--- src/rtl/mbssoc_mem_arbiter.sv ---
// Two-core round-robin RAM arbiter with bounded hold under contention.
// Optional MBSSOC_ARB_LOCK_EN: an owner asserting lock is never preempted.
module mbssoc_mem_arbiter #(
  parameter int ADDR_WIDTH = 32,
  parameter int MAX_HOLD   = 8
) (
  input  logic                  clk,
  input  logic                  rst,
  input  logic [1:0]            core_re,
  input  logic [1:0]            core_we,
  input  logic [ADDR_WIDTH-1:0] addr_bus0,
  input  logic [ADDR_WIDTH-1:0] addr_bus1,
  input  logic [1:0]            lock,
  output logic [1:0]            grant,
  output logic [1:0]            cpu_pause,
  output logic                  ram_re,
  output logic                  ram_we,
  output logic [ADDR_WIDTH-1:0] ram_addr,
  output logic                  cpu_sel
);

  typedef enum logic [1:0] {IDLE = 2'd0, OWN0 = 2'd1, OWN1 = 2'd2} state_t;

  localparam logic [7:0] HOLD_LIMIT = 8'(MAX_HOLD - 1);

  state_t     state_reg, state_next;
  logic       rr_reg, rr_next;
  logic [7:0] hold_cnt_reg, hold_cnt_next;
  logic       cpu_sel_reg, cpu_sel_next;

  logic [1:0] req;
  logic       owner_valid, own_idx, own_req, oth_req, owner_lock, mux_sel;
  state_t     other_state;

  assign req         = core_re | core_we;
  assign owner_valid = (state_reg == OWN0) || (state_reg == OWN1);
  assign own_idx     = (state_reg == OWN1);
  assign own_req     = req[own_idx];
  assign oth_req     = req[~own_idx];
  assign other_state = own_idx ? OWN0 : OWN1;

`ifdef MBSSOC_ARB_LOCK_EN
  // Only the current owner's lock matters; a bystander's lock is ignored.
  assign owner_lock = owner_valid & lock[own_idx];
`else
  logic unused_lock;
  assign unused_lock = ^lock;
  assign owner_lock  = 1'b0;
`endif

  always_comb begin
    state_next = state_reg;
    case (state_reg)
      IDLE: begin
        if (req == 2'b11)  state_next = rr_reg ? OWN1 : OWN0;
        else if (req[0])   state_next = OWN0;
        else if (req[1])   state_next = OWN1;
      end
      OWN0, OWN1: begin
        if (!own_req)
          state_next = oth_req ? other_state : IDLE;
        else if (oth_req && !owner_lock && hold_cnt_reg >= HOLD_LIMIT)
          state_next = other_state;
      end
      default: state_next = IDLE;
    endcase
  end

  // hold_cnt counts consecutive contested cycles of the current tenure.
  always_comb begin
    hold_cnt_next = hold_cnt_reg;
    if (!owner_valid || state_next != state_reg || !oth_req)
      hold_cnt_next = 8'd0;
    else if (!owner_lock && hold_cnt_reg != 8'hFF)
      hold_cnt_next = hold_cnt_reg + 8'd1;
  end

  always_comb begin
    rr_next      = rr_reg;
    cpu_sel_next = cpu_sel_reg;
    if (state_next == OWN0 && state_reg != OWN0) begin
      rr_next      = 1'b1;
      cpu_sel_next = 1'b0;
    end else if (state_next == OWN1 && state_reg != OWN1) begin
      rr_next      = 1'b0;
      cpu_sel_next = 1'b1;
    end
  end

  always_ff @(posedge clk) begin
    if (rst) begin
      state_reg    <= IDLE;
      rr_reg       <= 1'b0;
      hold_cnt_reg <= 8'd0;
      cpu_sel_reg  <= 1'b0;
    end else begin
      state_reg    <= state_next;
      rr_reg       <= rr_next;
      hold_cnt_reg <= hold_cnt_next;
      cpu_sel_reg  <= cpu_sel_next;
    end
  end

  assign grant   = {state_reg == OWN1, state_reg == OWN0};
  assign cpu_sel = cpu_sel_reg;

  genvar gi;
  generate
    for (gi = 0; gi < 2; gi++) begin : g_pause
      assign cpu_pause[gi] = req[gi] & ~grant[gi];
    end
  endgenerate

  // Write wins over read; only the owner's command ever reaches the RAM.
  assign mux_sel  = owner_valid ? own_idx : cpu_sel_reg;
  assign ram_addr = mux_sel ? addr_bus1 : addr_bus0;
  assign ram_we   = owner_valid & core_we[own_idx];
  assign ram_re   = owner_valid & core_re[own_idx] & ~core_we[own_idx];

endmodule

--- config.mk ---
export PLATFORM = sky130hd
export DESIGN_NAME = mbssoc_mem_arbiter
export DESIGN_NICKNAME = d
export VERILOG_FILES = /design/src/rtl/mbssoc_mem_arbiter.sv
export SDC_FILE = /design/constraint.sdc
export NUM_CORES = 1
export LEC_CHECK = 0
export BUFFER_PORTS_ARGS = -buffer_cell sky130_fd_sc_hd__buf_2
export CAP_MARGIN = 20
export CORE_ASPECT_RATIO = 1.1
export CORE_MARGIN = 3
export CORE_UTILIZATION = 42
export DETAILED_ROUTE_END_ITERATION = 10
export GPL_ROUTABILITY_DRIVEN = 0
export PLACE_DENSITY = 0.87
export SLEW_MARGIN = 10
export SYNTH_ARGS = -nofsm -noshare
export SYNTH_HDL_FRONTEND = slang
export SYNTH_SLANG_ARGS = --single-unit
--- constraint.sdc ---
create_clock -name clk -period 3.84 [get_ports clk]
set_input_delay 0.192 -clock clk [delete_from_list [all_inputs] [get_ports clk]]
set_output_delay 0.192 -clock clk [all_outputs]
set_load 0.01 [all_outputs]
==> metrics.md, run 1 <==
| Metric | Value |
|---|---|
| Worst slew pin tran | 0.650 ns |
| Core area | between 2000 and 3000 um2 |
| Unrepaired setup endpoints after global routing | no |
| Hold-fix buffer count after cts | 0 |
| I/O pins | 111 |
| Status | completed |
| Post-route DRC | 0 |
| H-tree lvl count | 1 |
| Area after DPL | between 1500 and 2000 um2 |
| Final WL | 4300 um |
| Gr ovfl total | 0 |
| Finished Layout Cells | just under 300 |
| Post-synth top flop | dfxtp_1 |
| Clock transition at path regs | approximately 0.070 ns |
| Post-Syn Area per Cell | 8.62 um2 |
| Final TNS setup | 0 ns |
| Post-synth EDFFs | 0 |
| Slew Viols, Final | 0 |
| Min-Delay Path Class | input port to register |
| Resize count post-CTS | 0 |
| Leak pwr | 0.926 nW |
| Critical path capture point type | output port |
| Final Critical Period | approximately 2.8 ns |
| Die Width | roughly 60 um |
| Vias/cell | 5.51 |
| CTS sink count | 12 |
| Worst Path Required | around 3.7 ns |
| Initial Util | 45.5% |
| TritonCTS clock tree | built |
| Mapped Cells | around 150 |
| Drt initial violations | 93 |
| Asr flop ratio synth | 0% |
| Total CTS buffers | 3 |
| Diodes inserted | 0 |
| Nets | 334 |
| Synth-to-layout area growth | 45.7% |
| Setup bufs post-CTS | 0 |
| Top Metal Used | met4 |
| Post-DP HPWL | between 3000 and 4000 um |
| Pin count of the biggest net entering global routing | 33 |
| Yosys warning count | 0 |
| Final worst path period share | 72.0% |
| WL met1 | 1650 um |
| Rows | 20 |
| Port bufs | approximately 110 |
| Total GRT Usage | 22.7% |
| Initial DRT Pass Iterations | 4 |
| Post-route cell area | between 1500 and 2000 um2 |
| Vias | 1592 |
| Distinct cells, synth | 46 |
| Die footprint | 3830 um2 |
| Routed Antenna Nets | 0 |
| Met3 WL | approximately 310 um |
| Seq/Total Area, Yosys | a little under a fifth |
| Crit path cell chain | inv_1 > ha_1 > mux2i_4 > buf_4 > mux2_2 > buf_2 |
| Slowest cell on the critical path | ha_1 |
| Post-synthesis cell area | 1310 um2 |
| Fraction of layout instances using a drive strength above 1 | 61.3% |
| Vias in the first global route | about 1.6k |
| DR WL/cell | 14.9 um |
| Syn_nets | about 230 |
| Latest clock arrival within the worst-skew pair | 0.27 ns |
| Final setup viols | 0 |
| Maximum fanout along the worst path | 32 |
| Initial antenna violation count | 0 |
| Post-synthesis register bit count | 12 |
| Crit path largest cell delay | between 0.5 and 0.6 ns |
| Root buffer cell | clkbuf_4 |
| Max Cap Viol | 0 |
| Startpoint Class | register |
| Largest register FFs | 8 |
| Skew final | between 0.003 and 0.004 ns |
| Final Hold Fails | 0 |
| CP arrival | about 2.6 ns |
| Worst Setup Path Type | register to output port |
| Metal2 WL | around 2300 um |
| Worst rel slew slack | 56.7% |
| Peak supply drop | 0.507 mV |
| F_max | 0.362 GHz |
| First-pass GRT wire length | 6910 um |
| Max clock buf depth | 2 |
| PwrDens | 535 nW/um2 |
| Die height | 64.6 um |
| Placed Cells | 285 |
where the power goes:
part	internal (mW)	switching [mW]	leakage [nW]
registers	0.144	0.0270	0.0974
clock network	0.0576	0.0406	0.0210
logic	0.366	0.385	0.808
total	0.568	0.453	0.926
cell families after synthesis:
logic type                 after synthesis  synth area share [%]
DFF                                     12                  18.3
muxes                                   36                  30.6
buffers and inverters                   15                  4.78
xor gates and xnor gates                 3                  2.01
and+or+nand+nor                         49                  19.8
AOI/OAI and AO/OA                       32                  19.8
adders and majority gates                5                  4.78
critical path: cells and delay by family, from the launching register on:
| kind | cells | cell delay, ns |
|---|---|---|
| muxes | 2 | 0.67 |
| adders and majority gates | 1 | 0.52 |
| DFF | 1 | 0.46 |
| buffers and inverters | 3 | 0.64 |
cell type report:
cell class / instances / area, um2
multi-input combinational: 125 / 1020
sequential: 12 / 240
clock buffer: 4 / 36.3
tap: 33 / 41.3
inverter: 6 / 22.5
timing repair buffer: 109 / 548
fill: 260 / 970
Yosys cell counts (3+ instances only):
library cell   n  area share, %
a211o_1        3            2.0
a211oi_2       3            2.9
a21oi_1        5            1.9
clkbuf_1       5            1.4
dfxtp_1       12             18
ha_1           5            4.8
inv_1          6            1.7
mux2_2        32             28
mux2i_1        4            3.1
nand2_1        4            1.1
nand3_1        3            1.1
nand4_1        4            1.9
nor2_1        18            5.2
nor3_1         6            2.3
o21ai_0        3            1.1
through the flow:
stage | hold slack (ns) | worst slack, ns | utilization (%) | total power [mW]
floorplan | 0.261 | 1.52 | - | 0.683
global placement | 0.409 | 1.32 | 65.0 | 0.905
detailed placement | 0.412 | 1.30 | 65.0 | 0.924
CTS | 0.119 | 1.09 | 66.3 | 1.03
global route | 0.122 | 0.919 | 66.3 | 1.10
finish | 0.132 | 1.07 | 66.3 | 1.02
per-layer routing:
metal  global-route usage (%)  up-vias
li1                         -      777
met1                     26.3      728
met2                     40.2       77
met3                     4.38       10
met4                     8.50        0
met5                        0        -
final timing paths:
path                        start               to  slack (ns)  cells after the start
setup reg to reg     state_reg[1]          cpu_sel        1.22                      8
setup / recovery     state_reg[1]     ram_addr[31]        1.07                      6
hold reg to reg   hold_cnt_reg[6]  hold_cnt_reg[6]        0.52                      2
hold / removal                rst           rr_reg        0.13                      2
placed cells by master (no fill, tap or decap), drive strengths merged, types with 4 or more instances in the layout:
cell type,n
inv,6
a21oi,5
mux2i,4
clkbuf,4
dfxtp,12
a211o,4
o21ai,5
nor2,19
buf,109
a211oi,4
mux2,32
nand4,4
ha,5
nand2,4
nor3,6
No activity file was read; power rests on OpenSTA's default activity.
==> inputs of run 2 (changes only) <==
--- a/config.mk
+++ b/config.mk
@@ -9,10 +9,10 @@
 export CAP_MARGIN = 20
 export CORE_ASPECT_RATIO = 1.1
 export CORE_MARGIN = 3
-export CORE_UTILIZATION = 42
+export CORE_UTILIZATION = 39
 export DETAILED_ROUTE_END_ITERATION = 10
 export GPL_ROUTABILITY_DRIVEN = 0
-export PLACE_DENSITY = 0.87
+export PLACE_DENSITY = 0.82
 export SLEW_MARGIN = 10
 export SYNTH_ARGS = -nofsm -noshare
 export SYNTH_HDL_FRONTEND = slang
==> constraint.sdc (replaced) <==
create_clock -name clk -period 2.6 [get_ports clk]
set_input_delay 0.13 -clock clk [delete_from_list [all_inputs] [get_ports clk]]
set_output_delay 0.13 -clock clk [all_outputs]
set_load 0.01 [all_outputs]
==> run 2 against run 1 <==
Compared with the run above:
- clock-buffer cell count down 1
- die area increased by 6.9%
- global-route usage down 3.6 points
- sequential power grew 44%
- combinational power is 58% higher
- final area is 1.8% higher
- first-iteration DRC count decreased by 34%
- hold slack got worse by 0.063 ns
- final cell count up 1.4%
- total power up 51%
- clock power rose by 14%
==> metrics.md, run 2 (same netlist as run 1, synthesis figures left out) <==
| Metric | Value |
|---|---|
| TritonCTS clock tree | built |
| Diodes inserted | 0 (unchanged) |
| Slew Viols, Final | 0 (unchanged) |
| Drt initial violations | 61 (-34%) |
| Hold slack | 0.0694 ns (-0.0628 ns) |
| Slowest cell on the critical path | ha_2 |
| First-pass GRT wire length | 6180 um (-11%) |
| DR WL/cell | 14.3 um (-3.8%) |
| R2R Path End | hold_cnt_reg[2] |
| Met3 WL | 410 um (+34%) |
| Peak supply drop | 0.447 mV (-12%) |
| Vias in the first global route | 1443 (-8.0%) |
| Final TNS setup | 0 ns (unchanged) |
| DP Worst Slack | 0.193 ns (-1.11 ns) |
| Final Critical Period | around 2.4 ns |
| PwrDens | 796 nW/um2 (+49%) |
| Initial antenna violation count | 0 (unchanged) |
| Port bufs | 108 (unchanged) |
| I/O pins | 111 (unchanged) |
| Final worst path period share | 93.5% |
| Vias/cell | 5.28 (-4.2%) |
| Post-DP HPWL | 3550 um (-1.4%) |
| Initial DRT Pass Iterations | 4 (unchanged) |
| Final setup viols | 0 (unchanged) |
| Gr ovfl total | 0 (unchanged) |
| Latest clock arrival within the worst-skew pair | 0.27 ns (about the same) |
| Synth-to-layout area growth | 48.2% |
| Crit path cell chain | inv_1 > ha_2 > buf_4 > mux2i_4 > buf_12 > mux2_2 > buf_2 |
| Post-route DRC | 0 (unchanged) |
| Die footprint | 4090 um2 (+6.9%) |
| Commonest cells after routing, fill and taps aside | buf_2, mux2_2, nor2_1 |
| Finished Layout Cells | 293 (+1.4%) |
| Worst setup path end | ram_addr[9] |
| Pin count of the biggest net entering global routing | 33 (unchanged) |
| F_max | 0.411 GHz |
| Worst Path Required | 2.47 ns (-1.18 ns) |
| Fraction of layout instances using a drive strength above 1 | 62.5% (+1.2 points) |
| CTS sink count | 12 (unchanged) |
| Hold-fix buffer count after cts | 0 (unchanged) |
| Final Util | 62.1% (-4.2 points) |
| Final Worst Setup Slack | 0.169 ns (-0.906 ns) |
| Crit path largest cell delay | 0.40 ns (-0.12 ns) |
| Root buffer cell | clkbuf_4 |
| Metal2 WL | 2050 um (-9.6%) |
| Number of buffers and inverters on the critical path | 4 (+1) |
| Largest register FFs | 8 (unchanged) |
| Commonest non-fill, non-tap cell in the layout | buf_2 |
| Worst reg2reg path depth | 8 (unchanged) |
| Skew final | 0.00127 ns (-0.00179 ns) |
| Unrepaired setup endpoints after global routing | no |
| Core area | 3130 um2 (+8.7%) |
| Status | completed |
| Min-Delay Path Class | input port to register |
| Maximum fanout along the worst path | 32 (unchanged) |
| Nets | 338 (+1.2%) |
| Max clock buf depth | 2 (unchanged) |
| Worst slew pin tran | 0.519 ns (-0.131 ns) |
| Final WL | 4190 um (-2.5%) |
| Placed Cells | 290 (+1.8%) |
| Rows | 21 (+5.0%) |
| Clock transition at path regs | 0.07 ns (about the same) |
| R2R Setup Slk | 0.29 ns (-0.93 ns) |
| Max Cap Viol | 0 (unchanged) |
| WL met1 | 1700 um (+3.0%) |
| Top Metal Used | met4 |
| Critical path capture point type | output port |
| Worst rel slew slack | 64.5% (+7.8 points) |
| Crit path max-delay family | buffers and inverters |
| Critical Path Stages | 7 (+1) |
| Die height | 66.8 um (+3.4%) |
| Final Hold Fails | 0 (unchanged) |
| Vias | 1547 (-2.8%) |
| Die Width | 61.3 um (+3.4%) |
| Routed Antenna Nets | 0 (unchanged) |
| Leak pwr | 0.945 nW (+2.0%) |
| Initial Util | 41.9% (-3.6 points) |
| Startpoint Class | register |
| R2r startpoint | state_reg[0] |
| CP arrival | 2.30 ns (-0.27 ns) |
| H-tree lvl count | 1 (unchanged) |
| Total CTS buffers | 3 (unchanged) |
| Total GRT Usage | 19.1% (-3.6 points) |
| Worst Setup Path Type | register to output port |
| Start point of the critical path | state_reg[0] |
[run 2: cell count changes in the layout (fill, tap and decap cells not counted), sizes merged]
cell	delta
buf	+4
clkbuf	-1
[run 2: report_power, final]
group	leakage [nW]	switching (mW)	internal (mW)
clock network	0.0138	0.0580	0.0536
logic	0.833	0.586	0.600
registers	0.0977	0.0325	0.215
[run 2: worst min-delay path by stage]
stage | start | to | cells past startpoint | slack [ns]
6_report | rst | state_reg[0] | 2 | 0.07
2_1_floorplan | rst | rr_reg | 1 | 0.20
4_1_cts | rst | rr_reg | 2 | 0.08
3_3_place_gp | rst | state_reg[0] | 2 | 0.35
5_1_grt | rst | state_reg[0] | 2 | 0.09
3_5_place_dp | rst | rr_reg | 2 | 0.37
[run 2: cell type report]
class	instances	area (um2)
Inverter	6	22.5
Timing Repair Buffer	113	591
Multi-Input combinational cell	125	1020
Sequential cell	12	241
Clock buffer	3	22.5
Fill cell	268	1180
Tap cell	34	42.5
[run 2: metal layers]
metal	global-route usage, %	vias up
li1	-	786
met1	24.2	687
met2	30.4	70
met3	6.40	4
met4	5.15	0
met5	0	-
[run 2: timing repair]
action                     in CTS  in global routing
resized for setup               0                  2
buffers inserted                0                  0
setup endpoints to repair       0                 34
[run 2: through the flow]
step,area (um2),power [mW]
2_1_floorplan,1310,1.01
3_3_place_gp,1920,1.41
3_5_place_dp,1920,1.42
4_1_cts,1940,1.54
5_1_grt,1940,1.67
6_report,1940,1.55
==> inputs of run 3 (changes only) <==
--- a/config.mk
+++ b/config.mk
@@ -8,7 +8,7 @@
 export BUFFER_PORTS_ARGS = -buffer_cell sky130_fd_sc_hd__buf_2
 export CAP_MARGIN = 20
 export CORE_ASPECT_RATIO = 1.1
-export CORE_MARGIN = 3
+export CORE_MARGIN = 2
 export CORE_UTILIZATION = 39
 export DETAILED_ROUTE_END_ITERATION = 10
 export GPL_ROUTABILITY_DRIVEN = 0
==> run 3 against run 2 <==
Compared with the run above:
- register-to-register slack lost 0.03 ns
- critical endpoint is now ram_addr[11]
- clock-buffer cell count grew 1
- utilization shrank 1.8 points
- maximum frequency shrank 1.1%
- sequential power is essentially flat
- final cell count grew 1.0%
- worst setup slack lost 0.027 ns
- hold slack gained 0.012 ns
- clock skew grew 0.0017 ns
- sequential share of layout area shrank 0.21 points
- critical path depth is the same
- non-clock buffer count is the same
==> metrics.md, run 3 (same netlist as run 1, synthesis figures left out) <==
| Metric | Value |
|---|---|
| Port bufs | 108 (unchanged) |
| Worst reg2reg path depth | 8 (unchanged) |
| Clk pwr share | 9.2% (+2.0 points) |
| Pint | 922 uW (+6.1%) |
| Commonest cells after routing, fill and taps aside | buf_2, mux2_2, nor2_1 |
| Critical Path Stages | 7 (unchanged) |
| Vias | 1571 (+1.6%) |
| Flop pwr share | 15.5% (-0.5 points) |
| Net Sw Frac | 42.6% (-1.2 points) |
| Nets | 338 (unchanged) |
| Finished Layout Cells | 296 (+1.0%) |
| Crit path max-delay family | buffers and inverters |
| Crit path cell chain | inv_1 > ha_2 > buf_4 > mux2i_4 > clkbuf_16 > mux2_2 > buf_2 |
| Peak supply drop | 0.427 mV (-4.5%) |
| Die footprint | 3840 um2 (-6.2%) |
| Final WL | 4020 um (-4.1%) |
| Worst Path Required | 2.47 ns (about the same) |
| Unrepaired setup endpoints after global routing | no |
| Worst slew pin tran | 0.518 ns (-0.00120 ns) |
| Total CTS buffers | 3 (unchanged) |
| F_max | 0.407 GHz (-1.1%) |
| Diodes inserted | 0 (unchanged) |
| Final setup viols | 0 (unchanged) |
| Worst Setup Path Type | register to output port |
| Rows | 22 (+4.8%) |
| Fraction of layout instances using a drive strength above 1 | 62.7% (+0.14 points) |
| Post-route DRC | 0 (unchanged) |
| Latest clock arrival within the worst-skew pair | 0.27 ns (about the same) |
| Maximum fanout along the worst path | 16 (-50%) |
| Root buffer cell | clkbuf_4 |
| Fillers | 297 (+11%) |
| Slew Viols, Final | 0 (unchanged) |
| Initial antenna violation count | 0 (unchanged) |
| Final Hold Fails | 0 (unchanged) |
| Startpoint Class | register |
| Pin count of the biggest net entering global routing | 33 (unchanged) |
| Leak pwr | 0.961 nW (+1.8%) |
| Vias/cell | 5.31 (+0.52%) |
| Worst Hold Path Cells | 2 (unchanged) |
| Largest register FFs | 8 (unchanged) |
| Max Cap Viol | 0 (unchanged) |
| Drt initial violations | 101 (+66%) |
| Critical path capture point type | output port |
| First-pass GRT wire length | 5730 um (-7.3%) |
| DR WL/cell | 13.6 um (-5.1%) |
| CTS sink count | 12 (unchanged) |
| Routed Antenna Nets | 0 (unchanged) |
| Die height | 64.8 um (-3.0%) |
| Initial Util | 40.0% (-1.9 points) |
| Status | completed |
| Min-Delay Path Class | input port to register |
| Final Critical Period | 2.46 ns (+0.0271 ns) |
| Final worst path period share | 94.5% (+1.0 points) |
| Max clock buf depth | 2 (unchanged) |
| Die Width | 59.3 um (-3.3%) |
| CP arrival | 2.33 ns (+0.03 ns) |
| Placed Cells | 291 (+0.34%) |
| Clock transition at path regs | 0.08 ns (about the same) |
| Skew final | 0.00296 ns (+0.00169 ns) |
| Initial DRT Pass Iterations | 4 (unchanged) |
| Core area | 3280 um2 (+4.8%) |
| PwrDens | 813 nW/um2 (+2.1%) |
| Comb power frac | 75.3% (-1.5 points) |
| Worst rel slew slack | 64.6% (+0.082 points) |
| Synth-to-layout area growth | 50.8% |
| Post-DP HPWL | 3260 um (-8.0%) |
| Commonest non-fill, non-tap cell in the layout | buf_2 |
| Final TNS setup | 0 ns (unchanged) |
| TritonCTS clock tree | built |
| P_sw | 683 uW (+1.0%) |
| Vias in the first global route | 1406 (-2.6%) |
| Number of buffers and inverters on the critical path | 4 (unchanged) |
| Slowest cell on the critical path | ha_2 |
| Total GRT Usage | 18.6% (-0.46 points) |
| Hold-fix buffer count after cts | 0 (unchanged) |
| Gr ovfl total | 0 (unchanged) |
| I/O pins | 111 (unchanged) |
| Crit path largest cell delay | 0.39 ns (about the same) |
| H-tree lvl count | 1 (unchanged) |
run 3: cell count changes in the layout (fill, tap and decap cells not counted), sizes merged:
cell	delta
buf	-1
clkbuf	+2
run 3: final cells by class:
| cell class | instances | area [um2] | share of cell area (%) |
|---|---|---|---|
| clock buffers | 4 | 36.3 | 1.84 |
| multi-input cells | 125 | 1020 | 51.7 |
| well taps | 36 | 45.0 | 2.28 |
| flip-flops and latches | 12 | 241 | 12.2 |
| repair buffers | 113 | 608 | 30.8 |
| inverters | 6 | 22.5 | 1.14 |
run 3: final timing paths:
path / from / endpoint / slack [ns]
worst max-delay path: state_reg[0] / ram_addr[11] / 0.14
worst max register to register: state_reg[0] / cpu_sel / 0.26
worst min-delay path: rst / state_reg[0] / 0.08
worst min register to register: hold_cnt_reg[6] / hold_cnt_reg[6] / 0.52
run 3: metal layers:
metal / track usage (%) / part of all wire, % / wire, um / vias to the layer above
met3: 4.79 / 7.1 / 287 / 5
li1: - / - / - / 782
met1: 20.6 / 39 / 1570 / 717
met2: 34.2 / 53 / 2130 / 67
met5: 0 / 0 / 0 / -
met4: 4.83 / 0.85 / 34 / 0
run 3: power groups by stage:
stage          combinational, mW  sequential (mW)  clock, mW
4_1_cts                     1.16            0.245      0.151
6_report                    1.21            0.249      0.148
3_3_place_gp                1.14            0.248          0
3_5_place_dp                1.15            0.249          0
5_1_grt                     1.31            0.252      0.159
2_1_floorplan              0.763            0.245          0
run 3: worst register-to-register path, delay by kind of cell, from the launching register on:
| kind | cells | cell delay (ns) |
|---|---|---|
| AOI/OAI and AO/OA | 4 | 0.99 |
| buffers and inverters | 1 | 0.17 |
| and+or+nand+nor | 2 | 0.40 |
| DFF | 1 | 0.35 |
| adders and majority gates | 1 | 0.34 |
run 3: timing repair:
action                                  4_1_cts  5_1_grt
buffers inserted                              0        0
endpoints found under the setup margin        0       40
gates resized for setup                       0        2
run 3: stage by stage:
step | worst slack, ns | area [um2] | total power, mW | util [%] | hold WS [ns]
final | 0.142 | 1980 | 1.61 | 60.3 | 0.0817
after global routing | 0.0172 | 1980 | 1.72 | 60.3 | 0.0849
after CTS | 0.0875 | 1950 | 1.55 | 59.4 | 0.0779
after detailed placement | 0.196 | 1910 | 1.40 | 58.3 | 0.370
after global placement | 0.218 | 1910 | 1.39 | 58.3 | 0.364
after floorplan | 0.340 | 1310 | 1.01 | - | 0.199
